[config.mk]
export PLATFORM = sky130hd
export DESIGN_NAME = fifo_rd_arbiter
export DESIGN_NICKNAME = d
export VERILOG_FILES = /design/src/rtl/fifo_rd_arbiter.sv
export SDC_FILE = /design/constraint.sdc
export NUM_CORES = 1
export LEC_CHECK = 0
export ABC_AREA = 1
export CAP_MARGIN = 5
export CORE_MARGIN = 4
export CORE_UTILIZATION = 53
export DETAILED_ROUTE_END_ITERATION = 8
export HOLD_SLACK_MARGIN = 0.12
export PLACE_DENSITY = 0.92
export SLEW_MARGIN = 0
export SYNTH_ARGS = -nofsm -noshare
export SYNTH_HDL_FRONTEND = slang
export SYNTH_SLANG_ARGS = --single-unit
[constraint.sdc]
create_clock -name rclk -period 5.76 [get_ports rclk]
set_input_delay 1.44 -clock rclk [delete_from_list [all_inputs] [get_ports rclk]]
set_output_delay 1.44 -clock rclk [all_outputs]
set_load 0.1 [all_outputs]
[src/rtl/fifo_rd_arbiter.sv]
`default_nettype none
// ============================================================================
// Module      : fifo_rd_arbiter
// Description : Read-domain controller of the asynchronous FIFO. It owns the
//               read pointer and the registered empty flag, and it shares the
//               single FIFO read port among NREQ consumers. Sharing is
//               round-robin, and each grant is a burst bounded by MAXBURST.
// Revision    : 1.0 - initial release
// ============================================================================
module fifo_rd_arbiter #(
    parameter  int ADDRSIZE = 4,
    parameter  int NREQ     = 4,
    parameter  int MAXBURST = 4,
    localparam int IDW      = $clog2(NREQ)
) (
    input  logic                rclk,
    input  logic                rrst_n,
    input  logic [ADDRSIZE:0]   rq2_wptr,
    input  logic [NREQ-1:0]     req,
    output logic [NREQ-1:0]     grant,
    output logic                rinc,
    output logic [ADDRSIZE-1:0] raddr,
    output logic [ADDRSIZE:0]   rptr,
    output logic                rempty,
    output logic                rvalid,
    output logic [IDW-1:0]      rid
);

    // The burst counter must be able to hold MAXBURST-1.
    localparam int             c_cnt_w    = $clog2(MAXBURST + 1);
    localparam logic [c_cnt_w-1:0] c_last_cnt = c_cnt_w'(MAXBURST - 1);

    typedef enum logic [0:0] {
        ST_IDLE  = 1'b0,
        ST_BURST = 1'b1
    } state_t;

    state_t               r_state, w_state_next;
    logic [IDW-1:0]       r_owner, w_owner_next;
    logic [IDW-1:0]       r_last_owner, w_last_owner_next;
    logic [c_cnt_w-1:0]   r_cnt, w_cnt_next;
    logic [ADDRSIZE:0]    r_rbin, r_rptr;
    logic                 r_rempty, r_rvalid;
    logic [IDW-1:0]       r_rid;
    logic [ADDRSIZE:0]    w_rbinnext, w_rgraynext;
    logic                 w_rinc;
    logic                 w_found;
    logic [IDW-1:0]       w_winner;
    int                   w_idx;

    // Round-robin search: first requester above the previous owner, wrapping.
    always_comb begin
        w_found  = 1'b0;
        w_winner = r_last_owner;
        w_idx    = 0;
        for (int i = 1; i <= NREQ; i++) begin
            w_idx = (int'(r_last_owner) + i) % NREQ;
            if (!w_found && req[w_idx[IDW-1:0]]) begin
                w_found  = 1'b1;
                w_winner = w_idx[IDW-1:0];
            end
        end
    end

    // Arbitration FSM: next state, burst bookkeeping and the read strobe.
    always_comb begin
        w_state_next      = r_state;
        w_owner_next      = r_owner;
        w_last_owner_next = r_last_owner;
        w_cnt_next        = r_cnt;
        w_rinc            = 1'b0;
        case (r_state)
            ST_IDLE: begin
                if (!r_rempty && w_found) begin
                    w_state_next = ST_BURST;
                    w_owner_next = w_winner;
                    w_cnt_next   = '0;
                end
            end
            ST_BURST: begin
                // The registered empty flag gates the strobe, so an underflow cannot occur.
                w_rinc = req[r_owner] & ~r_rempty;
                if (w_rinc) begin
                    w_cnt_next = r_cnt + 1'b1;
                end
                if ((w_rinc && (r_cnt == c_last_cnt)) || !req[r_owner] || r_rempty) begin
                    w_state_next      = ST_IDLE;
                    w_last_owner_next = r_owner;
                    w_cnt_next        = '0;
                end
            end
            default: begin
                w_state_next = ST_IDLE;
            end
        endcase
    end

    // FSM and arbitration state registers.
    always_ff @(posedge rclk or negedge rrst_n) begin
        if (!rrst_n) begin
            r_state      <= ST_IDLE;
            r_owner      <= '0;
            r_last_owner <= IDW'(NREQ - 1);
            r_cnt        <= '0;
        end else begin
            r_state      <= w_state_next;
            r_owner      <= w_owner_next;
            r_last_owner <= w_last_owner_next;
            r_cnt        <= w_cnt_next;
        end
    end

    assign w_rbinnext  = r_rbin + {{ADDRSIZE{1'b0}}, w_rinc};
    assign w_rgraynext = (w_rbinnext >> 1) ^ w_rbinnext;

    // Read pointer, Gray pointer and empty flag. Empty uses the next Gray value,
    // so the flag rises on the same edge that consumes the last entry.
    always_ff @(posedge rclk or negedge rrst_n) begin
        if (!rrst_n) begin
            r_rbin   <= '0;
            r_rptr   <= '0;
            r_rempty <= 1'b1;
        end else begin
            r_rbin   <= w_rbinnext;
            r_rptr   <= w_rgraynext;
            r_rempty <= (w_rgraynext == rq2_wptr);
        end
    end

    // Beat tag aligned with synchronous-read memory data; rid keeps the last
    // owner while no beat is valid.
    always_ff @(posedge rclk or negedge rrst_n) begin
        if (!rrst_n) begin
            r_rvalid <= 1'b0;
            r_rid    <= '0;
        end else begin
            r_rvalid <= w_rinc;
            if (w_rinc) begin
                r_rid <= r_owner;
            end
        end
    end

    // Grant is the one-hot owner for the duration of a burst.
    always_comb begin
        grant = '0;
        if (r_state == ST_BURST) begin
            grant[r_owner] = 1'b1;
        end
    end

    assign rinc   = w_rinc;
    assign raddr  = r_rbin[ADDRSIZE-1:0];
    assign rptr   = r_rptr;
    assign rempty = r_rempty;
    assign rvalid = r_rvalid;
    assign rid    = r_rid;

endmodule
`default_nettype wire

Word-level counts from Yosys, hierarchy flattened

Index checks and enable logic that the tools add are counted.

Flip-flop bits (word level): 22
Input port bits: 11
Output and inout bits: 18

Add/sub/neg operators: 6
Order comparisons: 6
Equality and inequality tests: 4
Muxes and demuxes: 29
Bitwise logic cells: 4
Reduce and logical (&&, ||, !) cells: 16

Operator list:

| operator                                            | count |
|---|---|
| < comparator 2 x 3 -> 1 bit, second input constant  | 5 |
| 2-to-1 mux 1 bit                                    | 13 |
| binary-select mux 1 bit (select 2 bit)              | 5 |
| 2-to-1 mux 3 bit                                    | 3 |
| 2-to-1 mux 2 bit                                    | 4 |
| logical AND 1 bit                                   | 6 |
| one-hot mux 3 bit (2 select lines)                  | 1 |
| AND reduction 2 bit                                 | 3 |
| adder 5 x 1 -> 5 bit                                | 1 |
| == test 5 bit                                       | 1 |
| logical NOT 1 bit                                   | 5 |
| bitwise XOR 4 x 5 -> 5 bit                          | 1 |
| adder 2 x 1 -> 2 bit, second input constant         | 2 |
| adder 2 bit, second input constant                  | 2 |
| 2-to-1 mux 4 bit                                    | 1 |
| adder 3 x 1 -> 3 bit, second input constant         | 1 |
| == test 3 x 2 -> 1 bit, second input constant       | 1 |
| != test 3 x 1 -> 1 bit, second input constant       | 1 |
| demux 1 bit (select 2 bit)                          | 1 |
| >= comparator 2 x 1 -> 1 bit, second input constant | 1 |
| logical OR 1 bit                                    | 2 |
| != test 2 bit, second input constant                | 1 |
| inverter 1 bit                                      | 2 |
| one-hot mux 1 bit (2 select lines)                  | 1 |
| AND 1 bit                                           | 1 |

Longest topological paths before layout

Depth in word-level cells: 16
Gate-level depth with buffers: 17

Least setup slack after synthesis

Ideal clock, no wire load.

Kind: register -> output
Start: register r_state
End: output grant[0]
Arrival: 2.679 ns
Slack: 1.641 ns
Stages on the path, launching flop included: 3
Buffers on the path: 0
Cell sequence: dfrtp_1 > clkinv_1 > nor3_1

Cells in the longest elaborated chain, start to end: 1

RTL lines:

| what                   | line | RTL |
|---|---|---|
| start, declared        | 38   | `state_t r_state, w_state_next;` |
| start signal, assigned | 106  | `r_state <= w_state_next;` |
| 2-to-1 mux 4 bit       | 147  | `if (r_state == ST_BURST) begin` |
| end, declared          | 20   | `output logic [NREQ-1:0] grant,` |

Every way passes these cells.

Worst setup path in the final report

Start: input req[2]
End: output rinc

Cells in the longest elaborated chain, start to end: 4

RTL lines:

| what                                   | line | RTL |
|---|---|---|
| start, declared                        | 19   | `input logic [NREQ-1:0] req,` |
| binary-select mux 1 bit (select 2 bit) | 82   | `w_rinc = req[r_owner] & ~r_rempty;` |
| 2-to-1 mux 1 bit (implied by the code) | 82   |  |
| AND 1 bit                              | 82   |  |
| 2-to-1 mux 1 bit                       | 72   | `case (r_state)` |
| end, declared                          | 21   | `output logic rinc,` |

Every way passes these cells. The select of a mux whose other input is x is not followed.

==> summary.txt <==
outcome - complete, no violations
setup TNS - 0 ps
final setup fails - 0
Clock Skews - 1.69 ps
multiplexer share of the synthesized area - 0
average cell area after synthesis - 7.30 µm²
count leader, synth - nand2_1
max incr delay on CP - 550 ps
CP endpoint kind - primary output
Routed Antenna Nets - 0
area grow syn2layout - 24.8%
1st-iter DRT viols - 63
complex-gate fraction of the synthesized area - 0.0397
hold violation total from the final report - 0
Placer Congestion - 0.980
largest net degree at the start of global routing - 22
Avg WL per Cell - 13.0 µm
Synth top area share - 0.349
Synth top cells by count - nand2_1, inv_1, dfrtp_1
Synth Area in Simple Gates - 0.396
Post-Synth XOR/XNOR Area - 0.0262
largest family of logic cells by synthesized area - simple AND/OR/NAND/NOR gates
Post-synth EDFFs - 0
Fillers - 186
grt ovf - 0
final net count - 223
area occupied by multi-input gates - 647 µm²
Slew headroom - 0.338
Startpoint Class - primary input
CP Class - primary input to primary output
die height - 57.4 µm
Slew Viols, Final - 0
Post-Layout Cell Count - 235
Post-synth ARST share - 1.00
synth top area cells - dfrtp_1, nand2_1, nand3_1, dfstp_2, inv_1
Yosys warnings - 0
CTS tree - built
Synth Register Bits - 21
CP cell instances - clkdlybuf4s50_1, nand3_1, nand4_1, nand2_1, nor2_4, buf_4
total CTS buffers - 3
ANT cells - 0
Root Driver - clkbuf_4
global-route wire length before repair - 5530 µm
Synth Instances - 177
CP bufs+invs - 2
PortBufs - 28
Sink Count - 21
# DRC - 0
Clk Latency, worst-skew pair - 300 ps
die area - 0.00329 mm²
share of layout cells above drive strength 1 - 0.130
Post-CTS Setup Inserts - 0
sequential fraction of the synthesis area - 0.410
largest area contributor in the netlist - dfrtp_1
Syn Nets - 192
hold bufs inserted after CTS - 0
synthesized cell area - 0.00129 mm²
minimum clock period - 4280 ps
drt pass-1 iters - 4
# rows - 17
Clock transition at path regs - 110 ps
CP top delay family - buffers and inverters
Least-Margin Pin Slew - 990 ps
Die Span X - 57.4 µm
via density per instance - 5.21
Starting Density - 0.567
Final period util - 0.743
highest clock rate - 234 MHz
max cap viols - 0
adder-cell share of the synthesized area - 0.0388
Max clock buf depth - 2
I/O pins - 29
post-placement cell count - 231
Post-synth top flop - dfrtp_1
FF+latch area - 529 µm²
RSZ-0062 raised after global routing - false
initial antenna violation count - 0
CP max-delay cell - clkdlybuf4s50_1
Worst Path Max Fanout - 8
DRT Wirelength - 3060 µm
GRT Util Overall - 0.211
CP Data Required Time - 4320 ps
core area - 0.00228 mm²
CP Data Arrival Time - 2840 ps
Worst Hold Class - flop to flop
Netlist cell types - 25
H-tree Lvls - 1
R2R Setup Slk - 3190 ps
post-DP HPWL - 2430 µm
post-cts resize count - 0
routed vias - 1224
vias in the first global route - 1267
flip-flops by register name, indices dropped and copies added, names as in the netlist:
signal,count
rvalid,1
r_owner,2
rptr,4
rempty,1
rid,2
r_last_owner,2
r_cnt,3
r_state,1
r_rbin,5
final timing paths:
check                      cells past startpoint        from          to
min                                            1      rid[1]      rid[1]
max reg2reg                                   14  r_owner[0]      rempty
max                                            6      req[2]        rinc
max in group asynchronous                      1      rrst_n  r_owner[1]
min in group asynchronous                      1      rrst_n      rid[0]
min reg2reg                                    1      rid[1]      rid[1]
through the flow:
step / hold slack [ps] / area (µm²) / utilization / worst slack (ps)
after floorplan: 471 / 1290 / - / 1640
after CTS: 519 / 1610 / 0.708 / 1490
after detailed placement: 492 / 1590 / 0.697 / 1500
final: 516 / 1610 / 0.708 / 1480
after global placement: 479 / 1590 / 0.697 / 1530
after global routing: 551 / 1610 / 0.708 / 1370
placed cells by master (no fill, tap or decap), drive strengths merged:
master / instances
o21ai: 4
clkinv: 1
clkbuf: 4
nor2: 7
dfrtp: 18
nand3: 19
xnor2: 1
o21a: 2
ha: 4
xor2: 2
o2111ai: 1
nand2: 81
inv: 24
dfstp: 3
nand4: 3
o211ai: 1
buf: 1
clkdlybuf4s50: 27
nor3: 4
cells by family after synthesis:
kind of cell	count (synthesis)
adder cells (fa/ha/maj)	4
flip-flops	21
XOR/XNOR	3
AND/OR/NAND/NOR	114
buffers and inverters	27
AO/OA/AOI/OAI	8
worst reg2reg max path, stage by stage, from the launching register on:
cell and delay [ps]:
dfrtp_1 460, inv_1 200, nand3_1 100, nand4_1 140, nand2_1 100, nor2_4 190, ha_1 250, ha_1 320
xor2_1 230, nand2_1 80, nand2_1 60, nand3_1 100, nor2_1 130, nand2_1 60, nor2_1 100
per-layer routing:
layer	vias up	track usage	routed length, µm
met5	-	0	0
met4	0	0.0795	28
met3	2	0.0204	106
met2	36	0.384	1640
met1	574	0.253	1290
li1	612	-	-
final cells by class:
cell class	instances	area share
repair buffers	28	0.172
clock buffers	4	0.0163
multi-input cells	129	0.401
inverters	25	0.0598
well taps	28	0.0217
flip-flops and latches	21	0.328
Power is not shown: default switching activity piles up to over one toggle a cycle in this logic, so the estimate is an artifact.
==> RTL change 1 (config.mk and constraints unchanged) <==
Make the reset (`rrst_n`) synchronous in 3 clocked blocks. Comments in the files are not updated.
--- a/src/rtl/fifo_rd_arbiter.sv
+++ b/src/rtl/fifo_rd_arbiter.sv
@@ -97,5 +97,5 @@
 
     // FSM and arbitration state registers.
-    always_ff @(posedge rclk or negedge rrst_n) begin
+    always_ff @(posedge rclk) begin
         if (!rrst_n) begin
             r_state      <= ST_IDLE;
@@ -116,5 +116,5 @@
     // Read pointer, Gray pointer and empty flag. Empty uses the next Gray value,
     // so the flag rises on the same edge that consumes the last entry.
-    always_ff @(posedge rclk or negedge rrst_n) begin
+    always_ff @(posedge rclk) begin
         if (!rrst_n) begin
             r_rbin   <= '0;
@@ -130,5 +130,5 @@
     // Beat tag aligned with synchronous-read memory data; rid keeps the last
     // owner while no beat is valid.
-    always_ff @(posedge rclk or negedge rrst_n) begin
+    always_ff @(posedge rclk) begin
         if (!rrst_n) begin
             r_rvalid <= 1'b0;
Function: differs if rrst_n is asserted again (counterexample within 4 cycles, from zero or initial values and one cycle with rrst_n low); with rrst_n held inactive, the same outputs for 4 cycles.
==> RTL change 1 against the original RTL <==
- final area is 4.6% lower
- critical path depth is 2 higher
- critical path type unchanged
- sequential cell count unchanged
- area after synthesis is 5.5% lower
- synthesized cell count shrank 2.3%
- wire length fell by 6.1%
- setup slack worse by 0.11 ns
- first-iteration DRC count shrank 67%
Power is left out: it rests on default switching activity, and per cell area and clock period it moved more than threefold.
==> RTL change 1: results (changes against the original RTL) <==
[status]
status = completed

[synthesis]
synthXorXnorAreaFrac = 0.07692  ; +0.05076
synth.area.top_cells = dfxtp_1 34%, nand2_1 15%, inv_1 6.2%
synthAdderAreaFrac = 0.04103  ; +0.002266
netlist-cell-type-count = 28  ; +12%
async_flop_share = 0  ; -1.000
synth_compound_area_frac = 0.09846  ; +0.05873
syn-num-nets = 188  ; -2.1%
ys_seq_area_frac = 0.3446  ; -0.06527

[detailed_routing]
drt-total-wl_um = 2877  ; -6.1%
met2_length_um = 1464  ; -10%
dr.pass1.iters = 5  ; +1
wirelength_met1_um = 1236  ; -4.3%
vias_per_cell = 5.217  ; +0.17%
wl_met3_um = 123  ; +16%

[critical_path]
critPathLaunch = req[0]
worstPathArrival_ns = 2.95  ; +0.11 ns
r2r.worst_path.cells = 17  ; +3
max_stage_delay_ns = 0.49  ; -0.06 ns
r2r_slack_ns = 3.22  ; +0.03 ns
r2r-start = r_owner[0]

[grt]
grt_max_degree = 13  ; -41%
track_usage = 0.1931  ; -0.01786
grt_pass1_wl_um = 4836  ; -13%

[hold_path]
hp-start = r_cnt[0]
min_to = r_cnt[0]

[final_layout]
fillers = 181  ; -2.7%

[placement]
gp_congestion = 0.8339  ; -15%

[timing]
fin_skew_ns = 0.004759  ; +0.003072 ns

[RTL change 1: cell count changes after synthesis, sizes merged, moves of 4 or more]
cell	delta
nand3	-4
nor2	+5
nand2	-22
dfrtp	-18
a21oi	+9
dfxtp	+21
[RTL change 1: cells by family (layout without fill, tap and decap cells)]
kind of cell,after synthesis,after routing
adder cells (fa/ha/maj),4,4
XOR/XNOR,9,9
buffers and inverters,27,56
AND/OR/NAND/NOR,92,92
AO/OA/AOI/OAI,20,20
flip-flops,21,21
[RTL change 1: per-stage QoR]
stage	util	instance area (um2)	cells	worst slack, ns	hold WS (ns)
final	0.7019	1538	230	1.370	0.4945
after global routing	0.7019	1538	230	1.222	0.5103
after CTS	0.7019	1538	230	1.390	0.4915
after detailed placement	0.6893	1510	226	1.390	0.4712
after global placement	0.6893	1510	226	1.467	0.4596
after floorplan	-	1220	173	1.740	0.4348
[RTL change 1: cell type report]
class                      count  area [um2]  share of cell area
multi-input combinational    125       684.4              0.4451
sequential                    21       420.4              0.2734
timing repair buffer          28       277.8              0.1806
inverter                      24       92.59             0.06021
tap                           28       35.03             0.02278
clock buffer                   3       22.52             0.01465
clock inverter                 1       5.005            0.003255
[RTL change 1: metal layers]
| metal | vias to the layer above | global-route usage |
|---|---|---|
| met5 | - | 0 |
| met4 | 0 | 0.08814 |
| met3 | 4 | 0.02784 |
| met2 | 41 | 0.3205 |
| met1 | 549 | 0.2454 |
| li1 | 606 | - |
[RTL change 1: worst max-delay path by stage]
stage                          end  slack, ns
final                         rinc       1.37
after detailed placement      rinc       1.39
after global placement        rinc       1.47
after floorplan           grant[3]       1.74
after global routing          rinc       1.22
after CTS                     rinc       1.39
[RTL change 1: critical path, delay by kind of cell]
kind	cells	cell delay [ns]
and+or+nand+nor	2	0.18
AOI/OAI and AO/OA	2	0.30
buffers and inverters	4	1.01
==> RTL change 2 (same settings) <==
Made on the original files. Set the parameter `NREQ` to 2 (it was 4).
--- a/src/rtl/fifo_rd_arbiter.sv
+++ b/src/rtl/fifo_rd_arbiter.sv
@@ -10,5 +10,5 @@
 module fifo_rd_arbiter #(
     parameter  int ADDRSIZE = 4,
-    parameter  int NREQ     = 4,
+    parameter  int NREQ     = 2,
     parameter  int MAXBURST = 4,
     localparam int IDW      = $clog2(NREQ)
Ports: changed (resized grant, req and rid); port bits go from 29 to 24. No check against the original RTL was run, so the function may have changed too.
==> RTL change 2 against the original RTL <==
- area after synthesis down 27%
- final area down 24%
- clock skew up 0.0040 ns
- synthesized cell count down 36%
- wire length down 31%
- setup slack worse by 0.069 ns
- sequential cell count down 3
- die area down 24%
- non-clock buffer count down 5
- register-to-register slack better by 0.07 ns
- critical path type unchanged
Power is left out: the tool's default activity adds up to more than one toggle a clock period on the data nets, which glitch-free logic cannot reach.
==> RTL change 2: results (changes against the original RTL) <==
[placement]
pre_cts_slack_ns = 1.427  ; -0.07336 ns
port-buffer-count = 23  ; -18%
gp_congestion = 0.8753  ; -11%
place_hpwl_um = 1696  ; -30%

[synthesis]
ys_seq_area_frac = 0.4827  ; +0.07278
yosys-top-cells-count = 30 x nand2_1, 16 x dfrtp_1, 14 x inv_1
syn-num-nets = 127  ; -34%
synth.area.top_cells = dfrtp_1 43%, nand2_1 12%, dfstp_2 5.6%
netlist-cell-type-count = 22  ; -12%
ys.flop_type = dfrtp_1
async_flop_share = 1.000  ; unchanged
yosysWarnings = 0  ; unchanged

[final_layout]
layout-drive-gt1-share = 0.1511  ; +0.02064
largest_reg_flops = 5  ; unchanged
diodes = 0  ; unchanged
largest_register = r_rbin
fin_nets = 153  ; -31%
fillers = 96  ; -48%

[clocking]
cts_resized = 0  ; unchanged
cts_root_buffer = clkbuf_4
htree_levels = 1  ; unchanged
numCtsBuffers = 3  ; unchanged
clk_path_buf_depth = 2  ; unchanged
clk_latency_ns = 0.29
cts.clk_slew.worst_paths_ns = 0.10
postCtsSetupBuffers = 0  ; unchanged

[critical_path]
slowest_stage = clkdlybuf4s50_1
reg2reg_to = rempty
path_delay_family = buffers and inverters
r2r_slack_ns = 3.26  ; +0.07 ns
worstPathArrival_ns = 2.91  ; +0.07 ns
r2r-start = r_owner
cp_max_fo = 3  ; -5
critPathLaunch = req[1]
max_stage_delay_ns = 0.51  ; -0.04 ns
r2r.worst_path.cells = 13  ; -1

[detailed_routing]
num_vias = 827  ; -32%
drt-total-wl_um = 2124  ; -31%
dr.pass1.iters = 4  ; unchanged
dr.first_iter.drc_count = 27  ; -57%

[hold_path]
holdPathStages = 1  ; unchanged
hp-class = flip-flop to flip-flop
hp-start = r_cnt[0]
min_to = r_cnt[0]

[grt]
grt_max_degree = 19  ; -14%
grt_pass1_vias = 851  ; -33%
grt_pass1_wl_um = 3512  ; -37%
grt_antenna_before_repair = 0  ; unchanged
track_usage = 0.1847  ; -0.02625

[timing]
worst_slew_pin_slew_ns = 0.9979  ; +0.007492 ns
fin_skew_ns = 0.005693  ; +0.004006 ns
hold_slack_ns = 0.4994  ; -0.01651 ns

[status]
status = completed

RTL change 2: cell types whose count changed in the layout (fill, tap and decap cells not counted), sizes merged, moves of 4 or more:
cell,before,now
nand2,81,38
nor3,4,0
inv,24,17
nand3,19,11
clkdlybuf4s50,27,22
RTL change 2: how the worst max path moves through the flow:
| stage | cells after the start | end | slack, ns |
|---|---|---|---|
| finish | 6 | rinc | 1.41 |
| global route | 6 | rinc | 1.36 |
| CTS | 6 | rinc | 1.42 |
| detailed placement | 6 | rinc | 1.43 |
| global placement | 6 | rinc | 1.57 |
| floorplan | 14 | rempty | 1.26 |
RTL change 2: layer usage:
layer  part of all wire  up-vias  wire, um  GRT usage
li1                   -      413         -          -
met1               0.38      379       816     0.1849
met2               0.54       29      1146     0.3435
met3              0.051        6       109    0.04217
met4              0.024        0        52     0.1014
met5                  0        -         0          0
RTL change 2: final cells by class:
cell class | instances | share of cell area
tap | 24 | 0.02467
clock buffer | 4 | 0.02980
inverter | 17 | 0.05242
multi-input combinational | 77 | 0.3340
sequential | 18 | 0.3720
timing repair buffer | 23 | 0.1870
RTL change 2: metrics by stage:
stage	cells	cell area, um2
finish	163	1217
global route	163	1217
CTS	163	1217
detailed placement	159	1181
global placement	159	1181
floorplan	114	938.4
RTL change 2: cells by family after synthesis:
group                      Yosys count  share of synthesized area
buffers and inverters               19                    0.08399
and+or+nand+nor                     63                     0.3160
adders and majority gates            4                    0.05334
AOI/OAI and AO/OA                    9                    0.05467
DFF                                 18                     0.4827
xor gates and xnor gates             1                   0.009335
RTL change 2: worst register-to-register path, delay by kind of cell, from the launching register on:
| family | cells | cell delay [ns] |
|---|---|---|
| AO/OA/AOI/OAI | 2 | 0.38 |
| adder cells (fa/ha/maj) | 2 | 0.61 |
| flip-flops | 1 | 0.44 |
| AND/OR/NAND/NOR | 9 | 1.01 |
